**config.mk**
```make
export PLATFORM = sky130hd
export DESIGN_NAME = yuv_matrix_seq
export DESIGN_NICKNAME = d
export VERILOG_FILES = /design/src/rtl/yuv_matrix_seq_pkg.sv /design/src/rtl/yuv_dot3.sv /design/src/rtl/yuv_matrix_seq.sv
export SDC_FILE = /design/constraint.sdc
export NUM_CORES = 1
export LEC_CHECK = 0
export ABC_CLOCK_PERIOD_IN_PS = 8300
export CORE_MARGIN = 5
export CORE_UTILIZATION = 50
export CTS_BUF_LIST = sky130_fd_sc_hd__clkbuf_4 sky130_fd_sc_hd__clkbuf_8
export CTS_CLUSTER_SIZE = 16
export DETAILED_ROUTE_END_ITERATION = 6
export PLACE_DENSITY = 0.79
export SYNTH_ARGS = -nofsm -noshare
export SYNTH_HDL_FRONTEND = slang
export SYNTH_SLANG_ARGS = --single-unit
```
**constraint.sdc**
```tcl
create_clock -name clk -period 8.3 [get_ports clk]
set_input_delay 1.66 -clock clk [delete_from_list [all_inputs] [get_ports clk]]
set_output_delay 1.66 -clock clk [all_outputs]
set_load 0.03 [all_outputs]
```
**src/rtl/yuv_matrix_seq_pkg.sv**
```systemverilog
// Shared constants, default BT.601 coefficient set and FSM encoding for the
// time-multiplexed RGB-to-YUV matrix engine.
`ifndef DTYPE_WIDTH
`define DTYPE_WIDTH 4
`endif

package yuv_matrix_seq_pkg;

  localparam int COEF_W    = 9;
  localparam int FRAC_BITS = 8;
  localparam int ROUND     = 128;
  localparam int NUM_COEF  = 9;
  localparam int COEF_VEC_W = NUM_COEF * COEF_W;

  // Field k = row*3+col, field 0 in the LSBs (Y r, Y g, Y b, U r, ... V b).
  localparam logic [COEF_VEC_W-1:0] COEF_DEFAULT = {
    9'd494, 9'd418, 9'd112,   // V: 112, -94, -18
    9'd112, 9'd438, 9'd474,   // U: -38, -74, 112
    9'd25,  9'd129, 9'd66     // Y:  66, 129,  25
  };

  typedef enum logic [1:0] {
    ST_IDLE  = 2'd0,
    ST_ROW_Y = 2'd1,
    ST_ROW_U = 2'd2,
    ST_ROW_V = 2'd3
  } state_t;

endpackage

```
**src/rtl/yuv_dot3.sv**
```systemverilog
// Combinational 3-tap dot product (unsigned pixel x signed Q1.8 coef) with
// round-to-nearest, >>8 and selectable unsigned/signed clamp to PIXEL_WIDTH.
module yuv_dot3
  import yuv_matrix_seq_pkg::*;
#(
  parameter int PIXEL_WIDTH = 8
) (
  input  logic [PIXEL_WIDTH-1:0] a0,
  input  logic [PIXEL_WIDTH-1:0] a1,
  input  logic [PIXEL_WIDTH-1:0] a2,
  input  logic [COEF_W-1:0]      c0,
  input  logic [COEF_W-1:0]      c1,
  input  logic [COEF_W-1:0]      c2,
  input  logic                   clamp_signed,
  output logic [PIXEL_WIDTH-1:0] res
);

  localparam int AW = PIXEL_WIDTH + 11;
  localparam int SW = AW - FRAC_BITS;
  localparam logic signed [AW-1:0] RND = AW'(ROUND);

  logic signed [AW-1:0] ax0, ax1, ax2, cx0, cx1, cx2;
  logic signed [AW-1:0] acc;
  logic signed [SW-1:0] sh;
  logic                 unused_frac;

  assign ax0 = {{(AW-PIXEL_WIDTH){1'b0}}, a0};
  assign ax1 = {{(AW-PIXEL_WIDTH){1'b0}}, a1};
  assign ax2 = {{(AW-PIXEL_WIDTH){1'b0}}, a2};
  assign cx0 = {{(AW-COEF_W){c0[COEF_W-1]}}, c0};
  assign cx1 = {{(AW-COEF_W){c1[COEF_W-1]}}, c1};
  assign cx2 = {{(AW-COEF_W){c2[COEF_W-1]}}, c2};

  assign acc = ax0 * cx0 + ax1 * cx1 + ax2 * cx2 + RND;
  // Slicing off the fraction is the arithmetic shift right by FRAC_BITS.
  assign sh          = acc[AW-1:FRAC_BITS];
  assign unused_frac = ^acc[FRAC_BITS-1:0];

  always_comb begin
    res = sh[PIXEL_WIDTH-1:0];
    if (clamp_signed) begin
      if (sh[SW-1:PIXEL_WIDTH-1] != {(SW-PIXEL_WIDTH+1){sh[SW-1]}})
        res = sh[SW-1] ? {1'b1, {(PIXEL_WIDTH-1){1'b0}}}
                       : {1'b0, {(PIXEL_WIDTH-1){1'b1}}};
    end else begin
      if (sh[SW-1])
        res = '0;
      else if (|sh[SW-2:PIXEL_WIDTH])
        res = '1;
    end
  end

endmodule

```
**src/rtl/yuv_matrix_seq.sv**
```systemverilog
// RGB-to-YUV matrix engine: one shared dot-product unit computes Y, U, V on
// successive cycles; coefficient updates are staged and committed only when idle.
`ifndef DTYPE_WIDTH
`define DTYPE_WIDTH 4
`endif

module yuv_matrix_seq
  import yuv_matrix_seq_pkg::*;
#(
  parameter int PIXEL_WIDTH = 8
) (
  input  logic                    clk,
  input  logic                    resetb,
  input  logic                    enable,
  input  logic                    coef_load,
  input  logic [80:0]             coef,
  output logic                    coef_pend,
  input  logic                    dvi,
  output logic                    rdy,
  input  logic [`DTYPE_WIDTH-1:0] dtypei,
  input  logic [PIXEL_WIDTH-1:0]  r,
  input  logic [PIXEL_WIDTH-1:0]  g,
  input  logic [PIXEL_WIDTH-1:0]  b,
  input  logic [15:0]             meta_datai,
  output logic                    dvo,
  output logic [`DTYPE_WIDTH-1:0] dtypeo,
  output logic [PIXEL_WIDTH-1:0]  y,
  output logic [PIXEL_WIDTH-1:0]  u,
  output logic [PIXEL_WIDTH-1:0]  v,
  output logic [15:0]             meta_datao
);

  state_t state, state_nxt;
  logic   accept;

  logic [COEF_VEC_W-1:0]   coef_act, coef_stg;
  logic [3*COEF_W-1:0]     c_row;
  logic                    clamp_signed;
  logic [PIXEL_WIDTH-1:0]  r_h, g_h, b_h, y_r, u_r, dot_res, row_res;
  logic                    en_h;
  logic [`DTYPE_WIDTH-1:0] dtype_h;
  logic [15:0]             meta_h;

  always_ff @(posedge clk or negedge resetb) begin
    if (!resetb) state <= ST_IDLE;
    else         state <= state_nxt;
  end

  always_comb begin
    state_nxt = state;
    rdy       = ((state == ST_IDLE) || (state == ST_ROW_V)) && !coef_pend;
    accept    = dvi && rdy;
    case (state)
      ST_IDLE:  if (accept) state_nxt = ST_ROW_Y;
      ST_ROW_Y: state_nxt = ST_ROW_U;
      ST_ROW_U: state_nxt = ST_ROW_V;
      ST_ROW_V: state_nxt = accept ? ST_ROW_Y : ST_IDLE;
      default:  state_nxt = ST_IDLE;
    endcase
  end

  // Row select: coefficients, clamp mode and bypass channel follow the state.
  always_comb begin
    c_row        = coef_act[0 +: 3*COEF_W];
    clamp_signed = 1'b0;
    row_res      = en_h ? dot_res : r_h;
    case (state)
      ST_ROW_U: begin
        c_row        = coef_act[3*COEF_W +: 3*COEF_W];
        clamp_signed = 1'b1;
        row_res      = en_h ? dot_res : g_h;
      end
      ST_ROW_V: begin
        c_row        = coef_act[6*COEF_W +: 3*COEF_W];
        clamp_signed = 1'b1;
        row_res      = en_h ? dot_res : b_h;
      end
      default: ;
    endcase
  end

  yuv_dot3 #(.PIXEL_WIDTH(PIXEL_WIDTH)) u_dot3 (
    .a0           (r_h),
    .a1           (g_h),
    .a2           (b_h),
    .c0           (c_row[0 +: COEF_W]),
    .c1           (c_row[COEF_W +: COEF_W]),
    .c2           (c_row[2*COEF_W +: COEF_W]),
    .clamp_signed (clamp_signed),
    .res          (dot_res)
  );

  always_ff @(posedge clk or negedge resetb) begin
    if (!resetb) begin
      coef_act   <= COEF_DEFAULT;
      coef_stg   <= COEF_DEFAULT;
      coef_pend  <= 1'b0;
      r_h        <= '0;
      g_h        <= '0;
      b_h        <= '0;
      en_h       <= 1'b0;
      dtype_h    <= '0;
      meta_h     <= '0;
      y_r        <= '0;
      u_r        <= '0;
      dvo        <= 1'b0;
      dtypeo     <= '0;
      y          <= '0;
      u          <= '0;
      v          <= '0;
      meta_datao <= '0;
    end else begin
      dvo <= 1'b0;
      // A load coinciding with a commit re-arms pend with the newer set.
      if (state == ST_IDLE && coef_pend) begin
        coef_act  <= coef_stg;
        coef_pend <= 1'b0;
      end
      if (coef_load) begin
        coef_stg  <= coef;
        coef_pend <= 1'b1;
      end
      if (accept) begin
        r_h     <= r;
        g_h     <= g;
        b_h     <= b;
        en_h    <= enable;
        dtype_h <= dtypei;
        meta_h  <= meta_datai;
      end
      if (state == ST_ROW_Y) y_r <= row_res;
      if (state == ST_ROW_U) u_r <= row_res;
      if (state == ST_ROW_V) begin
        dvo        <= 1'b1;
        y          <= y_r;
        u          <= u_r;
        v          <= row_res;
        dtypeo     <= dtype_h;
        meta_datao <= meta_h;
      end
    end
  end

endmodule

```
After elaboration in Yosys (flattened, before gate mapping) --
Index checks and enable logic that the tools add are counted.
Storage, ports and cells: logic and storage cells 55, output and inout port bits 47, bits in registers 271
Cells by class: multiplexer cells 17, reduce and logical (&&, ||, !) cells 9, $mul 3, $add $sub $neg 3, eq/ne operators 5
Operator list (count):
- $mux W8 | 8
- $mul A9 B9 Y18 | 3
- $pmux W27 S2 | 1
- $add A19 B19 Y19 | 2
- $add A19 B9 Y19 const B | 1
- $pmux W8 S2 | 1
- $pmux W2 S4 | 1
- $mux W1 | 5
- $eq A2 B2 Y1 const B | 2
- $reduce_or A2 Y1 | 2
- $logic_and A1 B1 Y1 | 3
- $ne A3 B3 Y1 | 1
- $eq A2 B1 Y1 const B | 1
- $logic_not A2 Y1 | 1
- $mux W2 | 1
- $ne A2 B2 Y1 const B | 1
- $reduce_bool A2 Y1 | 1
- $logic_not A1 Y1 | 1
- $logic_or A1 B1 Y1 | 1

Logic depth before layout (Yosys ltp) --
Gate-level depths: netlist of the first run.
depth in word-level cells 12, gate-level depth with buffers 38, gate-level depth less buffers 36

Modules after synthesis --
Synthesis of the first run repeated with hierarchy kept, for this count alone.
Second synthesis, totals: cell total of the unflattened synthesis 1677, area, all modules 19351.1 µm²
By module, submodules not included:
- yuv_matrix_seq | instances 1, area each 11081.9 µm², cells an instance 749
- yuv_dot3 | instances 1, area each 8269.2 µm², cells an instance 928

Least setup slack after synthesis of the first run --
No wires, ideal clock.
path type reg2reg, start register state[0], end register u_r[6], library setup time 0.145 ns, arrival 8.784 ns, setup slack -0.629 ns, stages on the path, launching flop included 36, path through dfrtp_1 > inv_1 > ha_1 > buf_6 > nor2_1 > clkbuf_1 > nand2_1 > nand2_1 > nand2_1 > fa_1 > inv_1 > fa_1 > ha_1 > fa_1 > ha_1 > ha_1 > fa_1 > a21o_1 > a21oi_1 > o21bai_1 > a21oi_1 > o21ai_0 > a41o_1 > o41ai_1 > xnor2_1 > fa_1 > ha_1 > ha_1 > and4_1 > o211ai_1 > a211o_1 > a21o_1 > a31oi_1 > o31ai_4 > a2111oi_2 > o22ai_1
On the way: longest elaborated chain between the ends 12, elaborated cells between the ends (all ways) 22, classes of those cells add/sub: 3; mul: 3; eq/ne: 3; mux: 11; reduce/logical: 2
RTL lines:
- start: declaration | line yuv_matrix_seq.sv:33 | state_t state, state_nxt;
- start signal: assignment | line yuv_matrix_seq.sv:46 | else state <= state_nxt;
- $eq A2 B2 Y1 (on tied branches) | line yuv_matrix_seq.sv:67, yuv_matrix_seq.sv:132
- $pmux W27 S2 | line yuv_matrix_seq.sv:67 | case (state)
- $mul A9 B9 Y18 | line yuv_dot3.sv:34 | assign acc = ax0 * cx0 + ax1 * cx1 + ax2 * cx2 + RND;
- $add A19 B19 Y19 (2 in a row) | line yuv_dot3.sv:34
- $add A19 B9 Y19 | line yuv_dot3.sv:34
- $reduce_or A2 Y1 | line yuv_dot3.sv:48 | else if (|sh[SW-2:PIXEL_WIDTH])
- $mux W8 | line yuv_dot3.sv:48
- $mux W8 | line yuv_dot3.sv:46 | if (sh[SW-1])
- $mux W8 | line yuv_dot3.sv:41 | if (clamp_signed) begin
- $mux W8 (on tied branches) | line yuv_matrix_seq.sv:66, yuv_matrix_seq.sv:71, yuv_matrix_seq.sv:76
- $pmux W8 S2 | line yuv_matrix_seq.sv:67
- end signal: assignment | line yuv_matrix_seq.sv:132 | if (state == ST_ROW_U) u_r <= row_res;
- end: declaration | line yuv_matrix_seq.sv:39 | logic [PIXEL_WIDTH-1:0] r_h, g_h, b_h, y_r, u_r, dot_res, row_res;
Parallel ways exist; a longest one is shown, timed or not. A chain may end at the register's enable or synchronous reset.

Worst setup path in the final report of the first run --
start register state[1], end register y_r[6]
On the way: longest elaborated chain between the ends 12, elaborated cells between the ends (all ways) 23, classes of those cells add/sub: 3; mul: 3; eq/ne: 4; mux: 11; reduce/logical: 2
RTL lines:
- $eq A2 B2 Y1 | line yuv_matrix_seq.sv:67
- $pmux W27 S2 | line yuv_matrix_seq.sv:67
- $mul A9 B9 Y18 | line yuv_dot3.sv:34
- $add A19 B19 Y19 (2 in a row) | line yuv_dot3.sv:34
- $add A19 B9 Y19 | line yuv_dot3.sv:34
- $reduce_or A2 Y1 | line yuv_dot3.sv:48
- $mux W8 | line yuv_dot3.sv:48
- $mux W8 | line yuv_dot3.sv:46
- $mux W8 | line yuv_dot3.sv:41
- $mux W8 (on tied branches) | line yuv_matrix_seq.sv:66, yuv_matrix_seq.sv:71, yuv_matrix_seq.sv:76
- $pmux W8 S2 | line yuv_matrix_seq.sv:67
- end signal: assignment | line yuv_matrix_seq.sv:131 | if (state == ST_ROW_Y) y_r <= row_res;
- end: declaration | line yuv_matrix_seq.sv:39
Parallel ways exist; a longest one is shown, timed or not.

==> results of run 1 <==
==> area by class of cell <==
class | instances | area (sq um)
multi-input combinational | 1201 | 12900
clock inverter | 6 | 116
timing repair buffer | 358 | 3370
clock buffer | 71 | 827
sequential | 271 | 6870
tap | 518 | 648
inverter | 166 | 623
fill | 2842 | 13400
==> sequential cells by signal, summed over array words and instances (netlist names), 16 cells and up <==
register / cells
coef_act: 81
coef_stg: 81
meta_datao: 16
meta_h: 16
==> stage by stage <==
stage           util  worst slack (ns)  cells  hold slack [ns]  area (sq um)
2_1_floorplan      -           0.00149   1709            0.471         20000
3_3_place_gp   0.600            -0.293   2475            0.481         23200
3_5_place_dp   0.600            -0.460   2475            0.488         23200
4_1_cts        0.648            -0.229   2579            0.499         25100
5_1_grt        0.654            -0.670   2591            0.518         25300
6_report       0.654            -0.387   2591            0.497         25300
==> final timing paths <==
check	from	endpoint	cells past startpoint
setup / recovery	state[1]	y_r[6]	38
hold / removal	meta_h[4]	meta_datao[4]	1
hold reg to reg	meta_h[4]	meta_datao[4]	1
min in group asynchronous	resetb	y[3]	1
max in group asynchronous	resetb	coef_act[2]	2
setup reg to reg	state[1]	y_r[6]	38
==> routing by layer <==
metal  up-vias  share of wire  GRT usage
met5         -              0          0
met4         0          0.036     0.0811
met3        93          0.039     0.0321
met2       328           0.50      0.408
met1      7130           0.43      0.304
li1       6470              -          -
==> what timing repair did <==
action / in CTS / in global routing
setup buffers: 29 / 14
resized for setup: 102 / 38
hold endpoints to repair: 0 / 0
endpoints found under the setup margin: 24 / 24
pin swaps: 77 / 33
hold buffers: 0 / 0
==> critical path, delay by kind of cell, from the launching register on <==
kind | cells | cell delay [ns]
buffers and inverters | 10 | 1.11
xor gates and xnor gates | 1 | 0.16
and+or+nand+nor | 5 | 0.78
adders and majority gates | 10 | 4.03
DFF | 1 | 0.47
AOI/OAI and AO/OA | 12 | 1.99
==> kinds of logic after synthesis <==
logic type / Yosys count / share of synthesized area
adder cells (fa/ha/maj): 342 / 0.274
multiplexers: 242 / 0.139
flip-flops: 271 / 0.350
AO/OA/AOI/OAI: 210 / 0.0774
buffers and inverters: 237 / 0.0457
XOR/XNOR: 48 / 0.0214
AND/OR/NAND/NOR: 359 / 0.0932
==> placed cells by master (no fill, tap or decap), types with 10 or more instances in the layout <==
cell	n
sky130_fd_sc_hd__inv_1	161
sky130_fd_sc_hd__nand2_1	94
sky130_fd_sc_hd__clkdlybuf4s50_1	174
sky130_fd_sc_hd__buf_12	14
sky130_fd_sc_hd__nand2b_1	16
sky130_fd_sc_hd__nor2_1	53
sky130_fd_sc_hd__a22oi_1	10
sky130_fd_sc_hd__clkbuf_8	47
sky130_fd_sc_hd__fa_1	138
sky130_fd_sc_hd__o21bai_1	10
sky130_fd_sc_hd__ha_1	175
sky130_fd_sc_hd__a21oi_1	24
sky130_fd_sc_hd__dfstp_2	72
sky130_fd_sc_hd__mux2_2	242
sky130_fd_sc_hd__xnor2_1	29
sky130_fd_sc_hd__nor2b_1	79
sky130_fd_sc_hd__xor2_1	11
sky130_fd_sc_hd__nand3_1	16
sky130_fd_sc_hd__a21o_1	16
sky130_fd_sc_hd__o21ai_0	12
sky130_fd_sc_hd__clkbuf_4	24
sky130_fd_sc_hd__buf_4	153
sky130_fd_sc_hd__and2_1	45
sky130_fd_sc_hd__ha_4	20
sky130_fd_sc_hd__a22o_1	13
sky130_fd_sc_hd__buf_6	14
sky130_fd_sc_hd__a21oi_2	19
sky130_fd_sc_hd__a221oi_2	12
sky130_fd_sc_hd__dfrtp_1	199
==> key figures, run 1 <==
Setup path
  • CP Data Arrival Time: around 9.1 ns
  • Req. time, crit path: 8.72 ns
  • Type of destination of the critical path: flop
  • Most frequent cell on the critical path: sky130_fd_sc_hd__fa_1
  • Worst Path Max Fanout: 7
  • Startpoint type of the worst setup path: flop
  • Worst R2R Setup Slack: -0.39 ns
  • Critical path's largest stage delay: ~0.55 ns
  • Cell type of the slowest stage on the worst timing path: sky130_fd_sc_hd__fa_1
  • Critical path type: reg2reg

Detailed routing
  • Via count of the routed design: about 14,000
  • Average wire per cell in the routed design: about 20 um
  • Drt via density: 5.41
  • DRT antenna net count: 0
  • Drt first pass iters: 5
  • # DRC: 0
  • WL final: roughly 51 mm
  • Number of design-rule violations left by the first detailed-router iteration: just under 800

Global route
  • Number of global-route vias before repair: about 15,000
  • Grt total ovfl: 0
  • Largest net degree at the start of global routing: 170
  • All-layer global routing usage: 0.235
  • Number of antenna violations at the first check in global routing: 0
  • Global-route wire length before repair: roughly 83 mm

Timing
  • Number of hold-slack violations in the final timing report: 0
  • Achievable frequency: roughly 120 MHz
  • Final setup skew: ~0.045 ns
  • Transition time at the pin with the least slew margin: about 1.1 ns
  • Post-layout worst setup margin: -0.387 ns
  • Final count of pins violating max slew: 0
  • Worst slew margin relative to its limit: 0.282
  • Min Tclk post-route: ~8.7 ns
  • Total negative slack for setup checks: -7.33 ns
  • Setup repair after global routing missed its margin: yes
  • Final number of setup-violating endpoints: 24
  • Final critical-path share of the clock period: 1.05

Synth
  • Area leader, netlist: sky130_fd_sc_hd__dfrtp_1
  • Total standard cell area after synthesis: a little under 20,000 sq um
  • Number of register bits inferred by synthesis: between 200 and 300
  • Share of synthesized flip-flops with an asynchronous set or reset: 1.00
  • Post-synthesis cell count: ~1,700
  • Most common cell in the netlist: sky130_fd_sc_hd__mux2_2
  • Post-synth top flop: sky130_fd_sc_hd__dfrtp_1
  • Count of flip-flops with a built-in enable after synthesis: 0
  • Total nets after synthesis: roughly 2,200
  • Top cells by area in the synthesized netlist: sky130_fd_sc_hd__dfrtp_1, sky130_fd_sc_hd__fa_1, sky130_fd_sc_hd__mux2_2
  • Warnings, synthesis: 0
  • Top-area cell type share of the netlist area: 0.254
  • Mean area per synthesized cell: around 11 sq um
  • Netlist cell types: between 60 and 70
  • Commonest cells in the netlist: sky130_fd_sc_hd__mux2_2, sky130_fd_sc_hd__dfrtp_1, sky130_fd_sc_hd__ha_1, sky130_fd_sc_hd__inv_1, sky130_fd_sc_hd__fa_1
  • Share of synthesized area occupied by flip-flops and latches: 0.350

Die
  • Area of the die: about 43,000 sq um
  • Core Box Area: 38,700 sq um
  • Initial standard-cell utilization of the core: 0.507
  • Die outline width: approximately 210 um
  • Die Height: about 210 um
  • IO Count: around 180
  • Number of rows in the core area: 72

Clocking
  • Maximum clock insertion buffer count: 3
  • Root buffer selected by CTS: sky130_fd_sc_hd__clkbuf_8
  • Insertion delay of the later-clocked pin in the worst-skew pair: approximately 0.57 ns
  • Clock tree from TritonCTS: done
  • Number of buffers added by the clock tree synthesis step: 43
  • Number of clock sinks: approximately 270
  • Clock-pin slew reported for the worst setup and hold paths after clock tree synthesis: about 0.060 ns
  • Maximum level of the CTS H-tree: 2

Worst hold path
  • Class of the tightest hold or removal check: reg2reg

Final layout
  • Antenna cells: 0
  • Post-synthesis to final-layout area growth: 29.0%
  • Number of nets in the finished design: around 2,500
  • Fraction of final layout cells sized beyond drive strength 1: 0.355

Status
  • Violated checks: negative setup slack
  • Result of the run: finished, violations left

Place
  • HPWL Detailed: a little under 40 mm
  • Number of I/O port buffers: roughly 180
  • Global placement routability congestion: between 0.9 and 1

Run
  • Maximum Capacitance Violations: 0
Power of run 1 is not shown: default switching activity piles up to over one toggle a cycle in this logic, so the estimate is an artifact.
==> run 2, diff against run 1 <==
--- a/config.mk
+++ b/config.mk
@@ -5,13 +5,13 @@
 export SDC_FILE = /design/constraint.sdc
 export NUM_CORES = 1
 export LEC_CHECK = 0
+export ABC_AREA = 1
 export ABC_CLOCK_PERIOD_IN_PS = 8300
 export CORE_MARGIN = 5
 export CORE_UTILIZATION = 50
-export CTS_BUF_LIST = sky130_fd_sc_hd__clkbuf_4 sky130_fd_sc_hd__clkbuf_8
 export CTS_CLUSTER_SIZE = 16
 export DETAILED_ROUTE_END_ITERATION = 6
-export PLACE_DENSITY = 0.79
+export PLACE_DENSITY = 0.74
 export SYNTH_ARGS = -nofsm -noshare
 export SYNTH_HDL_FRONTEND = slang
 export SYNTH_SLANG_ARGS = --single-unit
==> key figures, run 2 <==
Setup path
  • Type of destination of the critical path: flop
  • Most frequent cell on the critical path: sky130_fd_sc_hd__fa_1
  • Worst Path Max Fanout: 6 (-1)
  • CP Data Arrival Time: 8.63 ns (-0.48 ns)
  • Cell type of the slowest stage on the worst timing path: sky130_fd_sc_hd__fa_2
  • Req. time, crit path: 8.76 ns (+0.04 ns)
  • Critical path type: reg2reg
  • Critical path's largest stage delay: 0.57 ns (+0.02 ns)
  • Startpoint type of the worst setup path: flop

Synth
  • Netlist cell types: 37 (-39%)
  • Warnings, synthesis: 0 (unchanged)
  • Total nets after synthesis: 2,676 (+23%)
  • Top-area cell type share of the netlist area: 0.257 (+0.00344)
  • Share of synthesized area occupied by flip-flops and latches: 0.355 (+0.00474)
  • Post-synthesis cell count: 2,204 (+29%)
  • Area leader, netlist: sky130_fd_sc_hd__dfrtp_1
  • Most common cell in the netlist: sky130_fd_sc_hd__nand2_1
  • Total standard cell area after synthesis: 19,400 sq um (-1.3%)
  • Top cells by area in the synthesized netlist: sky130_fd_sc_hd__dfrtp_1, sky130_fd_sc_hd__fa_1, sky130_fd_sc_hd__ha_1
  • Mean area per synthesized cell: 8.79 sq um (-23%)
  • Number of register bits inferred by synthesis: 271 (unchanged)
  • Count of flip-flops with a built-in enable after synthesis: 0 (unchanged)
  • Share of synthesized flip-flops with an asynchronous set or reset: 1.00 (unchanged)
  • Post-synth top flop: sky130_fd_sc_hd__dfrtp_1
  • Commonest cells in the netlist: sky130_fd_sc_hd__nand2_1, sky130_fd_sc_hd__inv_1, sky130_fd_sc_hd__nor2_1, sky130_fd_sc_hd__o21ai_0, sky130_fd_sc_hd__dfrtp_1

Place
  • Inst Count DP: 2,933 (+19%)
  • HPWL Detailed: 40.1 mm (+3.3%)
  • Placement-stage cell area: 22,400 sq um (-3.8%)
  • Setup WS pre-CTS: -0.240 ns (+0.220 ns)
  • Global placement routability congestion: 0.942 (+2.6%)
  • Number of I/O port buffers: 176 (unchanged)

Global route
  • All-layer global routing usage: 0.240 (+0.00479)
  • Number of global-route vias before repair: 15,876 (+2.4%)
  • Global-route wire length before repair: 82.0 mm (-1.6%)
  • Largest net degree at the start of global routing: 192 (+13%)
  • Grt total ovfl: 0 (unchanged)
  • Number of antenna violations at the first check in global routing: 0 (unchanged)

Detailed routing
  • Average wire per cell in the routed design: 17.4 um (-12%)
  • DRT antenna net count: 0 (unchanged)
  • Via count of the routed design: 15,695 (+12%)
  • Number of design-rule violations left by the first detailed-router iteration: 1,019 (+31%)
  • # DRC: 0 (unchanged)
  • Drt via density: 5.21 (-3.7%)
  • WL final: 52.3 mm (+1.8%)
  • Drt first pass iters: 6 (+1)

Die
  • Die Height: 207 um (-0.64%)
  • Die outline width: 207 um (-0.64%)
  • Initial standard-cell utilization of the core: 0.504 (-0.00327)
  • Core Box Area: 38,500 sq um (-0.70%)
  • IO Count: 177 (unchanged)
  • Number of rows in the core area: 72 (unchanged)
  • Area of the die: 42,800 sq um (-1.3%)

Final layout
  • Non-filler instance count after layout: 3,011 (+16%)
  • Most frequent cells in the layout: sky130_fd_sc_hd__nand2_1, sky130_fd_sc_hd__inv_1, sky130_fd_sc_hd__dfrtp_1
  • Post-synthesis to final-layout area growth: 26.0%
  • Antenna cells: 0 (unchanged)
  • Most common library cell in the layout ignoring fill and taps: sky130_fd_sc_hd__nand2_1
  • Largest registers ranked by flip-flop count: coef_act x81, coef_stg x81
  • Fraction of final layout cells sized beyond drive strength 1: 0.183 (-0.172)
  • Number of nets in the finished design: 2,942 (+17%)
  • Post-route design area: 24,400 sq um (-3.6%)

Timing
  • Achievable frequency: 122 MHz (+6.3%)
  • Worst slew margin relative to its limit: 0.330 (+0.0481)
  • Final number of setup-violating endpoints: 0 (-100%)
  • Min Tclk post-route: 8.17 ns (-0.518 ns)
  • Final count of pins violating max slew: 0 (unchanged)
  • Final critical-path share of the clock period: 0.984 (-0.0624)
  • Hold slack final: 0.468 ns (-0.0288 ns)
  • Post-layout worst setup margin: 0.131 ns (+0.518 ns)
  • Transition time at the pin with the least slew margin: 1.01 ns (-0.0722 ns)
  • Number of hold-slack violations in the final timing report: 0 (unchanged)
  • Final setup skew: 0.0160 ns (-0.0293 ns)
  • Setup repair after global routing missed its margin: yes

Status
  • Result of the run: finished, final reports clean

Clocking
  • Number of buffers added by the clock tree synthesis step: 29 (-33%)
  • Maximum clock insertion buffer count: 3 (unchanged)
  • Number of clock sinks: 271 (unchanged)
  • Hold Buf Count CTS: 0 (unchanged)
  • Maximum level of the CTS H-tree: 1 (-1)
  • Root buffer selected by CTS: sky130_fd_sc_hd__clkbuf_16
  • Clock-pin slew reported for the worst setup and hold paths after clock tree synthesis: 0.06 ns (about the same)
  • Insertion delay of the later-clocked pin in the worst-skew pair: 0.57 ns (about the same)
  • Clock tree from TritonCTS: done

Run
  • Maximum Capacitance Violations: 0 (unchanged)

Worst hold path
  • Class of the tightest hold or removal check: reg2reg
==> run 2: cell count changes after synthesis, moves of 20 or more <==
cell / delta
sky130_fd_sc_hd__mux2_2: -222
sky130_fd_sc_hd__nand2b_1: -20
sky130_fd_sc_hd__nand3_1: +36
sky130_fd_sc_hd__nor2_1: +144
sky130_fd_sc_hd__nor2b_1: -80
sky130_fd_sc_hd__and2_1: -47
sky130_fd_sc_hd__o21ai_0: +175
sky130_fd_sc_hd__a21oi_1: +55
sky130_fd_sc_hd__inv_1: +152
sky130_fd_sc_hd__nand2_1: +391
==> run 2: worst paths after layout <==
check / startpoint / end / slack [ns] / cells past startpoint
max: state[1] / u_r[5] / 0.13 / 43
min: meta_h[1] / meta_datao[1] / 0.47 / 2
max reg2reg: state[1] / u_r[5] / 0.13 / 43
min reg2reg: meta_h[1] / meta_datao[1] / 0.47 / 2
max in group asynchronous: resetb / b_h[2] / 5.80 / 2
min in group asynchronous: resetb / meta_h[6] / 1.05 / 1
==> run 2: per-layer routing <==
| layer | up-vias | wire length, um | global-route usage |
|---|---|---|---|
| met2 | 480 | 24700 | 0.383 |
| li1 | 7490 | - | - |
| met4 | 0 | 1350 | 0.0696 |
| met1 | 7631 | 22700 | 0.334 |
| met3 | 94 | 3530 | 0.0511 |
| met5 | - | 0 | 0 |
==> run 2: per-stage QoR <==
step / util / setup TNS (ns)
finish: 0.635 / 0
floorplan: - / 0
CTS: 0.611 / 0
global route: 0.635 / -3.78
global placement: 0.581 / 0
detailed placement: 0.581 / -4.45
==> run 2: cells by family after synthesis <==
kind of cell | count (synthesis) | share of synthesized area
simple gates | 787 | 0.161
compound gates | 348 | 0.0979
fa+ha+maj | 342 | 0.277
buf+inv | 390 | 0.0766
xor+xnor | 46 | 0.0208
mux | 20 | 0.0116
flops | 271 | 0.355
==> run 2: timing repair <==
item	4_1_cts	5_1_grt
gates cloned	1	3
endpoints found under the hold margin	0	0
pin swaps	11	77
setup endpoints to repair	24	24
setup buffers	2	22
resized for setup	16	183
==> run 2: cell type report <==
class / instances / area, sq um
inverter: 323 / 1230
clock buffer: 44 / 892
clock inverter: 10 / 126
sequential: 271 / 6870
timing repair buffer: 302 / 2880
tap: 518 / 648
fill: 3186 / 14100
multi-input combinational: 1543 / 11800
==> run 2: worst max-delay path: cells and delay by family (launching register included) <==
family	cells	cell delay, ns
xor+xnor	1	0.24
fa+ha+maj	10	4.09
simple gates	15	1.34
buf+inv	10	1.08
flops	1	0.43
compound gates	7	0.87
Power of run 2 is left out for the same reason.
==> run 3, diff against run 2 <==
--- a/config.mk
+++ b/config.mk
@@ -6,12 +6,12 @@
 export NUM_CORES = 1
 export LEC_CHECK = 0
 export ABC_AREA = 1
-export ABC_CLOCK_PERIOD_IN_PS = 8300
+export ABC_CLOCK_PERIOD_IN_PS = 9200
 export CORE_MARGIN = 5
 export CORE_UTILIZATION = 50
 export CTS_CLUSTER_SIZE = 16
 export DETAILED_ROUTE_END_ITERATION = 6
-export PLACE_DENSITY = 0.74
+export PLACE_DENSITY_LB_ADDON = 0.05
 export SYNTH_ARGS = -nofsm -noshare
 export SYNTH_HDL_FRONTEND = slang
 export SYNTH_SLANG_ARGS = --single-unit
==> constraint.sdc (replaced) <==
create_clock -name clk -period 9.2 [get_ports clk]
set_input_delay 1.84 -clock clk [delete_from_list [all_inputs] [get_ports clk]]
set_output_delay 1.84 -clock clk [all_outputs]
set_load 0.03 [all_outputs]
==> key figures, run 3 (synthesized netlist as in run 2, its figures left out) <==
Status
  • Result of the run: finished, final reports clean

Timing
  • Final critical-path share of the clock period: 0.930 (-0.0545)
  • Transition time at the pin with the least slew margin: 1.07 ns (+0.0617 ns)
  • Final number of setup-violating endpoints: 0 (unchanged)
  • Final count of pins violating max slew: 0 (unchanged)
  • Min Tclk post-route: 8.55 ns (+0.384 ns)
  • Total negative slack for setup checks: 0 ns (unchanged)
  • Final setup skew: 0.0156 ns (-0.000412 ns)
  • Setup repair after global routing missed its margin: no
  • Achievable frequency: 117 MHz (-4.5%)
  • Worst slew margin relative to its limit: 0.289 (-0.0412)
  • Number of hold-slack violations in the final timing report: 0 (unchanged)

Clocking
  • Number of clock sinks: 271 (unchanged)
  • Insertion delay of the later-clocked pin in the worst-skew pair: 0.56 ns (about the same)
  • Root buffer selected by CTS: sky130_fd_sc_hd__clkbuf_16
  • Maximum clock insertion buffer count: 3 (unchanged)
  • Clock-pin slew reported for the worst setup and hold paths after clock tree synthesis: 0.06 ns (about the same)
  • Maximum level of the CTS H-tree: 1 (unchanged)
  • Clock tree from TritonCTS: done
  • Hold Buf Count CTS: 0 (unchanged)
  • Number of buffers added by the clock tree synthesis step: 29 (unchanged)

Die
  • Initial standard-cell utilization of the core: 0.504 (unchanged)
  • Die Height: 207 um (unchanged)
  • Core Box Area: 38,500 sq um (unchanged)
  • Die outline width: 207 um (unchanged)
  • Number of rows in the core area: 72 (unchanged)
  • IO Count: 177 (unchanged)
  • Area of the die: 42,800 sq um (unchanged)

Detailed routing
  • # DRC: 0 (unchanged)
  • WL final: 49.8 mm (-4.8%)
  • DRT antenna net count: 0 (unchanged)
  • Via count of the routed design: 14,918 (-5.0%)
  • Number of design-rule violations left by the first detailed-router iteration: 857 (-16%)
  • Drt via density: 5.11 (-2.1%)
  • Average wire per cell in the routed design: 17.0 um (-1.9%)
  • Drt first pass iters: 5 (-1)

Setup path
  • Worst Reg-to-Reg Cells: 42 (-2.3%)
  • Cell type of the slowest stage on the worst timing path: sky130_fd_sc_hd__fa_1
  • CP Data Arrival Time: 9.05 ns (+0.42 ns)
  • Critical path's largest stage delay: 0.52 ns (-0.05 ns)
  • Type of destination of the critical path: flop
  • Most frequent cell on the critical path: sky130_fd_sc_hd__nand2_1
  • Worst Path Max Fanout: 28 (+22)
  • Critical path type: reg2reg
  • Startpoint type of the worst setup path: flop
  • Req. time, crit path: 9.70 ns (+0.94 ns)

Global route
  • Number of antenna violations at the first check in global routing: 0 (unchanged)
  • Grt total ovfl: 0 (unchanged)
  • Largest net degree at the start of global routing: 173 (-9.9%)
  • Number of global-route vias before repair: 15,261 (-3.9%)
  • All-layer global routing usage: 0.237 (-0.00304)
  • Global-route wire length before repair: 81.3 mm (-0.90%)

Place
  • Number of I/O port buffers: 176 (unchanged)
  • HPWL Detailed: 38.8 mm (-3.3%)
  • Global placement routability congestion: 0.916 (-2.7%)

Final layout
  • Largest registers ranked by flip-flop count: coef_act x81, coef_stg x81
  • Antenna cells: 0 (unchanged)
  • Most common library cell in the layout ignoring fill and taps: sky130_fd_sc_hd__nand2_1
  • Fraction of final layout cells sized beyond drive strength 1: 0.0915 (-0.0910)
  • Most frequent cells in the layout: sky130_fd_sc_hd__nand2_1, sky130_fd_sc_hd__inv_1, sky130_fd_sc_hd__nor2_1
  • Post-synthesis to final-layout area growth: 18.1%
  • Number of nets in the finished design: 2,853 (-3.0%)

Worst hold path
  • Class of the tightest hold or removal check: reg2reg
  • Number of cells traversed by the worst hold path: 2 (unchanged)

Run
  • Maximum Capacitance Violations: 0 (unchanged)
run 3: worst paths after layout:
path	from	to	slack [ns]
setup / recovery	state[1]	y_r[3]	0.65
hold / removal	meta_h[6]	meta_datao[6]	0.47
setup reg to reg	state[1]	y_r[3]	0.65
hold reg to reg	meta_h[6]	meta_datao[6]	0.47
max in group asynchronous	resetb	coef_act[54]	6.54
min in group asynchronous	resetb	b_h[6]	1.25
run 3: cell type report:
class,count,area [sq um]
tap,518,648
inverter,323,1210
timing repair buffer,213,2110
clock inverter,10,110
clock buffer,44,852
multi-input combinational,1543,11100
sequential,271,6870
fill,3476,15600
run 3: timing repair:
| action | in CTS | in global routing |
|---|---|---|
| setup buffers | 0 | 3 |
| resized for setup | 0 | 10 |
| setup endpoints to repair | 0 | 24 |
run 3: through the flow:
step                utilization  hold WS (ns)  setup WS [ns]  cells  cell area, sq um
floorplan                     -         0.444          0.816   2204             19400
global route              0.595         0.498         0.0144   2922             22900
detailed placement        0.567         0.458          0.324   2864             21800
CTS                       0.593         0.473          0.276   2918             22800
finish                    0.595         0.470          0.647   2922             22900
global placement          0.567         0.453          0.537   2864             21800
run 3: per-layer routing:
layer | vias to the layer above | track usage | share of wire
li1 | 7298 | - | -
met2 | 342 | 0.364 | 0.45
met4 | 0 | 0.0607 | 0.026
met3 | 66 | 0.0286 | 0.048
met1 | 7212 | 0.360 | 0.48
met5 | - | 0 | 0
run 3: critical path: cells and delay by family, from the launching register on:
kind	cells	cell delay [ns]
and+or+nand+nor	16	1.52
AOI/OAI and AO/OA	9	1.42
DFF	1	0.45
adders and majority gates	10	4.12
xor gates and xnor gates	1	0.24
buffers and inverters	6	0.74
Power of run 3 is left out for the same reason.
